### config.mk
export PLATFORM = sky130hd
export DESIGN_NAME = serial_deserializer
export DESIGN_NICKNAME = d
export VERILOG_FILES = /design/src/rtl/serial_deserializer.sv
export SDC_FILE = /design/constraint.sdc
export NUM_CORES = 1
export LEC_CHECK = 0
export ABC_AREA = 1
export ABC_CLOCK_PERIOD_IN_PS = 1200
export CAP_MARGIN = 40
export CORE_ASPECT_RATIO = 1.25
export CORE_MARGIN = 1.5
export CORE_UTILIZATION = 44
export DETAILED_ROUTE_END_ITERATION = 7
export GPL_TIMING_DRIVEN = 0
export HOLD_SLACK_MARGIN = 0.03
export PLACE_DENSITY = 0.7
export REMOVE_ABC_BUFFERS = 1
export SLEW_MARGIN = 40
export SYNTH_ARGS = -nofsm -noshare
export SYNTH_HDL_FRONTEND = slang
export SYNTH_SLANG_ARGS = --single-unit
### constraint.sdc
create_clock -name i_clk -period 1.2 [get_ports i_clk]
set_input_delay 0.24 -clock i_clk [delete_from_list [all_inputs] [get_ports i_clk]]
set_output_delay 0.24 -clock i_clk [all_outputs]
set_load 0.02 [all_outputs]
### src/rtl/serial_deserializer.sv
// serial_deserializer: LSB-first serial-to-parallel receiver with word sync.
// Optional even-parity bit per word when compiled with PARITY_EN.
//
// Parameters:
//   BIT        data word width (>= 2)
// Ports:
//   i_clk      clock, rising edge
//   i_rstn     asynchronous active-low reset
//   i_serial   serial data bit, sampled when i_sen=1
//   i_sen      bit strobe
//   i_sync     strobed bit is bit 0 of a new word
//   i_ready    consumer accepts o_parrel when o_valid=1
//   i_clr      synchronous clear of o_overflow
//   o_parrel   received word, LSB = first bit received
//   o_valid    o_parrel holds an unconsumed word
//   o_overflow sticky: a completed word was dropped
//   o_sync_err one-cycle pulse: partial word discarded by resync
//   o_perr     parity error for o_parrel (0 without PARITY_EN)
module serial_deserializer #(
    parameter int BIT = 8
) (
    input  logic           i_clk,
    input  logic           i_rstn,
    input  logic           i_serial,
    input  logic           i_sen,
    input  logic           i_sync,
    input  logic           i_ready,
    input  logic           i_clr,
    output logic [BIT-1:0] o_parrel,
    output logic           o_valid,
    output logic           o_overflow,
    output logic           o_sync_err,
    output logic           o_perr
);

    localparam int CW = $clog2(BIT);
    localparam logic [CW-1:0] LAST = CW'(BIT - 1);
    localparam logic [CW-1:0] ONE  = CW'(1);

`ifdef PARITY_EN
    typedef enum logic [1:0] {S_IDLE, S_SHIFT, S_PARITY} state_t;
    // Full word stays in the shift register until the parity strobe.
    localparam int SW = BIT;
`else
    typedef enum logic [1:0] {S_IDLE, S_SHIFT} state_t;
    // The last data bit comes straight from i_serial, so only
    // BIT-1 bits need to be held.
    localparam int SW = BIT - 1;
`endif

    state_t          state_q, state_d;
    logic [CW-1:0]   cnt_q, cnt_d;
    logic [SW-1:0]   shreg_q, shreg_d;
    logic [BIT-1:0]  parrel_q, parrel_d;
    logic            valid_q, valid_d;
    logic            ovf_q, ovf_d;
    logic            serr_q, serr_d;
    logic [SW-1:0]   shifted;
    logic [BIT-1:0]  word;
    logic            done;
    logic            resync;

`ifdef PARITY_EN
    logic            perr_q, perr_d;
    logic            perr_calc;

    assign shifted = {i_serial, shreg_q[SW-1:1]};
`else
    logic [BIT-1:0]  ext;

    assign ext     = {i_serial, shreg_q};
    assign shifted = ext[BIT-1:1];
`endif

    always_comb begin
        state_d = state_q;
        cnt_d   = cnt_q;
        shreg_d = shreg_q;
        done    = 1'b0;
        resync  = 1'b0;
        word    = parrel_q;
`ifdef PARITY_EN
        perr_calc = 1'b0;
`endif
        if (i_sen) begin
            unique case (state_q)
                S_IDLE: begin
                    if (i_sync) begin
                        shreg_d = shifted;
                        cnt_d   = ONE;
                        state_d = S_SHIFT;
                    end
                end
                S_SHIFT: begin
                    // A new bit 0 simply shifts in; stale bits of the
                    // abandoned word fall out before the word completes.
                    shreg_d = shifted;
                    if (i_sync) begin
                        resync = 1'b1;
                        cnt_d  = ONE;
                    end else if (cnt_q == LAST) begin
                        cnt_d = '0;
`ifdef PARITY_EN
                        state_d = S_PARITY;
`else
                        done    = 1'b1;
                        word    = ext;
                        state_d = S_IDLE;
`endif
                    end else begin
                        cnt_d = cnt_q + ONE;
                    end
                end
`ifdef PARITY_EN
                S_PARITY: begin
                    if (i_sync) begin
                        resync  = 1'b1;
                        shreg_d = shifted;
                        cnt_d   = ONE;
                        state_d = S_SHIFT;
                    end else begin
                        done      = 1'b1;
                        word      = shreg_q;
                        perr_calc = ^{shreg_q, i_serial};
                        state_d   = S_IDLE;
                    end
                end
`endif
                default: begin
                    state_d = S_IDLE;
                    cnt_d   = '0;
                end
            endcase
        end
    end

    always_comb begin
        valid_d  = valid_q;
        parrel_d = parrel_q;
        ovf_d    = ovf_q;
        serr_d   = resync;
`ifdef PARITY_EN
        perr_d   = perr_q;
`endif
        if (i_clr) begin
            ovf_d = 1'b0;
        end
        if (done) begin
            // The slot is free if empty or drained on this same edge.
            if (!valid_q || i_ready) begin
                valid_d  = 1'b1;
                parrel_d = word;
`ifdef PARITY_EN
                perr_d   = perr_calc;
`endif
            end else begin
                ovf_d = 1'b1;
            end
        end else if (valid_q && i_ready) begin
            valid_d = 1'b0;
        end
    end

    always_ff @(posedge i_clk or negedge i_rstn) begin
        if (!i_rstn) begin
            state_q  <= S_IDLE;
            cnt_q    <= '0;
            shreg_q  <= '0;
            parrel_q <= '0;
            valid_q  <= 1'b0;
            ovf_q    <= 1'b0;
            serr_q   <= 1'b0;
        end else begin
            state_q  <= state_d;
            cnt_q    <= cnt_d;
            shreg_q  <= shreg_d;
            parrel_q <= parrel_d;
            valid_q  <= valid_d;
            ovf_q    <= ovf_d;
            serr_q   <= serr_d;
        end
    end

`ifdef PARITY_EN
    always_ff @(posedge i_clk or negedge i_rstn) begin
        if (!i_rstn) begin
            perr_q <= 1'b0;
        end else begin
            perr_q <= perr_d;
        end
    end

    assign o_perr = perr_q;
`else
    assign o_perr = 1'b0;
`endif

    assign o_parrel   = parrel_q;
    assign o_valid    = valid_q;
    assign o_overflow = ovf_q;
    assign o_sync_err = serr_q;

endmodule

==> Word level (Yosys, flattened, before mapping) <==
Index checks and enable logic that the tools add are counted.
Widths: inputs -> output; s select.
{ "totals": {"n_memories": 0, "in_bits": 7, "ff_bits": 23, "ramBits": 0, "latchBits": 0, "word_cells": 49, "rom_bits": 0} }
{ "classes": {"n_lt_le_gt_ge": 0, "mux": 23, "n_shift": 0, "add_sub_neg": 1, "div": 0, "n_eq_ne": 6, "n_mul": 0, "n_bitwise": 1, "reduce_logical": 11} }
{ "ops": {"columns": ["op", "count"], "rows": [
  ["$pmux 7 s2", 1],
  ["$mux 1", 13],
  ["$mux 3", 3],
  ["$mux 7", 1],
  ["$mux 2", 3],
  ["$ne 2x2->1 const B", 3],
  ["$pmux 3 s2", 1],
  ["$reduce_and 6->1", 1],
  ["$pmux 2 s2", 1],
  ["$reduce_and 2->1", 2],
  ["$reduce_and 4->1", 1],
  ["$reduce_bool 2->1", 2],
  ["$add 3x1->3 const B", 1],
  ["$eq 3x3->1 const B", 1],
  ["$reduce_and 3->1", 1],
  ["$eq 2x1->1 const B", 1],
  ["$logic_not 2->1", 1],
  ["$ne 2x1->1 const B", 1],
  ["$logic_and 1x1->1", 1],
  ["$logic_not 1->1", 1],
  ["$logic_or 1x1->1", 1],
  ["$not 1->1", 1]
]} }

==> Logic depth before layout (Yosys ltp) <==
{ "logic_depth": {"ltp_word": 7, "ltp_mapped": 7} }

==> Least setup slack after synthesis <==
Ideal clock, no wire load.
{ "synth_path": {"path_type": "register to register", "from": "register cnt_q[0]", "to": "register parrel_q[0] (netlist: o_parrel[0])", "arrival_ns": 1.049, "setup_ns": 0.117, "path_buffers": 0, "path_stages_with_launch": 8, "setup_slack_ns": 0.033, "path_cell_list": "dfrtp_1 ha_1 ha_1 inv_1 nor2_4 nand3_4 nand2_1 nand2_1"} }
{ "synth_between": {"elab_chain_len": 6} }
{ "synth_rtl": {"columns": ["item", "line", "rtl"], "rows": [
  ["start: declaration", "52", "logic [CW-1:0] cnt_q, cnt_d;"],
  ["start signal: assignment", "175", "cnt_q <= cnt_d;"],
  ["$eq 3x3->1 *", "101", "end else if (cnt_q == LAST) begin"],
  ["$mux 1", "101", null],
  ["$mux 1", "98", "if (i_sync) begin"],
  ["$mux 1", "86", "unique case (state_q)"],
  ["$mux 1", "85", "if (i_sen) begin"],
  ["$reduce_and 6->1 (no line) *", null, null],
  ["end signal: assignment", "177", "parrel_q <= parrel_d;"],
  ["end: declaration", "54", "logic [BIT-1:0] parrel_q, parrel_d;"]
]} }
Mark *: on every way between the ends. The rest lies on a longest branch, timed or not.
A chain may end at the register's enable or synchronous reset.

==> Final worst setup path <==
{ "layout_path": {"from": "register cnt_q[0]", "to": "register parrel_q[3] (netlist: o_parrel[3])"} }
Same word-level chain as after synthesis.

==> flow_summary.ini <==
[run_status]
run_status = finished, violations left
violations = negative setup slack

[grt]
grt_max_degree = 23
grt_pass1_vias = 687
grt_first_pass_wirelength_mm = 2.95
antenna_found_initial = 0
overflow = 0
track_usage = 0.170

[die]
num_rows = 18
initial_core_util = 0.473
ios = 19
coreArea_um2 = 2000
die_h_um = 54.9
die_area_um2 = 2440
fp.dieW_um = 44.5

[worst_setup_path]
crit_top_cell = ha_4
path_cells = ha_4, ha_4, inv_4, nor2_4, nand3_4, nand2_2, nand2_1
cp_slowest_stage_delay_ns = 0.41
rr_endpoint = o_parrel[3]
cp.arrival_ns = 1.49
crit_required_ns = 1.41
cp_slowest_cell = dfrtp_1
cp-end-kind = flop
crit_path_max_fanout = 8
worstSetupPathType = flop to flop
rrSetupSlack_ns = -0.08
startpoint = cnt_q[0]
rr_worst_depth = 7
reg2reg_from = cnt_q[0]
start_kind = flop

[finish]
stdcell_count = 145
diodes = 0
drive_gt1_frac = 0.320
area_delta_synth_final_pct = 26.3
fin_nets = 135
fill_cells = 173

[sta]
rsz0062_at_grt = true
hold_slack_ns = 0.403
max_freq_mhz = 782
fin_crit_ns = 1.28
hold_violations = 0
setup-tns-final_ns = -0.626
setup_viol = 12
drv_slew = 0
fin_ws_ns = -0.0794
fin_skew_ns = 0.00339
final.period_utilization = 1.07

[run]
maxCapViolCount = 0

[clock_network]
clock-sinks = 22
worstSkewPairLatency_ns = 0.31
cts_buffers = 3
clockBufferDepth = 2
h-tree-depth = 1
clkTransAtPathRegs_ns = 0.12
cts_tree = yes
clockRootBuffer = clkbuf_4

[routing]
dr.pass1.iters = 6
ant_nets = 0
routed_wl_mm = 1.70
wl_met2_um = 895
drt_iter0_drc = 16
wl_met1_um = 734
topRoutingLayerUsed = met4
wl_per_cell_um = 11.7
viasPerCell = 4.99
drc = 0
wl_met3_um = 43
route.vias.total = 724

[placed_design]
gp_congestion = 0.714
place_ws_ns = -0.281
io_buffers = 17
dp.final_hpwl_mm = 1.18
placed_cells = 136

[synthesis]
ys_seq_elements = 22
syn_inst = 101
syn_area_per_cell_um2 = 9.38
synthDistinctLibCells = 20
synth.yosys.seq_area_share = 0.581
ys_warn_count = 0
syn_area_um2 = 947

[power_and_ir_drop]
power_mw = 1.55
peakVddDrop_mv = 0.620
p_leak_nw = 0.644
powerDensity_nw_per_um2 = 1300

[min_path]
hold_class = input port to asynchronous set/reset pin
layout by cell type, fill, tap and decap left out, drive strengths merged:
cell type      count
o21ai              5
ha                 2
inv                9
buf               15
dlygate4sd3        1
nand4              1
clkdlybuf4s50      5
nor2               4
clkbuf             5
nand2             43
nand3             11
dfrtp             22
conb               1
a22oi              1
layer usage:
layer  GRT usage  up-vias
li1            -      366
met2       0.300       11
met5           0        -
met1       0.201      343
met3      0.0297        4
met4      0.0758        0
power breakdown:
group / leakage (nW) / internal (mW) / switching [mW] / total, mW
Combinational: 0.336 / 0.111 / 0.155 / 0.266
Clock: 0.0210 / 0.185 / 0.220 / 0.405
Sequential: 0.288 / 0.824 / 0.0597 / 0.884
Total: 0.644 / 1.12 / 0.434 / 1.55
critical path, delay by kind of cell (launching register included):
kind	cells	cell delay, ns
buffers and inverters	1	0.04
adder cells (fa/ha/maj)	2	0.31
flip-flops	1	0.41
AND/OR/NAND/NOR	4	0.43
repair_timing:
| item | CTS | global route |
|---|---|---|
| hold buffers | 1 | 0 |
| gates resized for setup | 48 | 9 |
| endpoints found under the setup margin | 22 | 15 |
| hold endpoints to repair | 22 | 0 |
| pin swaps | 8 | 3 |
| setup buffers | 3 | 1 |
worst max-delay path by stage:
stage | endpoint | slack [ns] | cells past startpoint
5_1_grt | o_parrel[7] | -0.17 | 7
3_5_place_dp | o_parrel[3] | -0.28 | 6
4_1_cts | o_parrel[5] | -0.1 | 7
3_3_place_gp | o_parrel[3] | -0.26 | 6
2_1_floorplan | o_parrel[0] | 0.03 | 7
6_report | o_parrel[3] | -0.08 | 7
cell usage after synthesis, drive strengths merged:
library cell  instances  area, um2
inv                   9       36.3
nand4                 1       6.26
a22oi                 1       7.51
nand2                43        179
ha                    2       25.0
nor2                  4       30.0
buf                   2       12.5
conb                  1       3.75
nand3                11       67.6
o21ai                 5       28.8
dfrtp                22        551
state kept, by name, indices dropped and copies added (netlist names):
name,flops
cnt_q,3
o_overflow,1
o_parrel,8
o_sync_err,1
o_valid,1
shreg_q,7
state_q,1
layout make-up:
class,instances,area (um2),share of cell area
Sequential cell,22,551,0.460
Clock buffer,4,36.3,0.0303
Tap cell,20,25.0,0.0209
Inverter,9,38.8,0.0324
Timing Repair Buffer,22,150,0.126
Multi-Input combinational cell,68,395,0.331
per-stage QoR:
| stage | area (um2) | utilization |
|---|---|---|
| after global placement | 1130 | 0.564 |
| after CTS | 1180 | 0.591 |
| after global routing | 1200 | 0.597 |
| final | 1200 | 0.597 |
| after detailed placement | 1120 | 0.561 |
| after floorplan | 935 | - |
kinds of logic (layout without fill, tap and decap cells):
kind of cell | Yosys count | after routing | synth area share
AO/OA/AOI/OAI | 6 | 6 | 0.0383
adder cells (fa/ha/maj) | 2 | 2 | 0.0264
buffers and inverters | 11 | 35 | 0.0515
flip-flops | 22 | 22 | 0.581
other | 1 | 1 | 0.00396
AND/OR/NAND/NOR | 59 | 59 | 0.299
No activity file was read; power rests on OpenSTA's default activity.
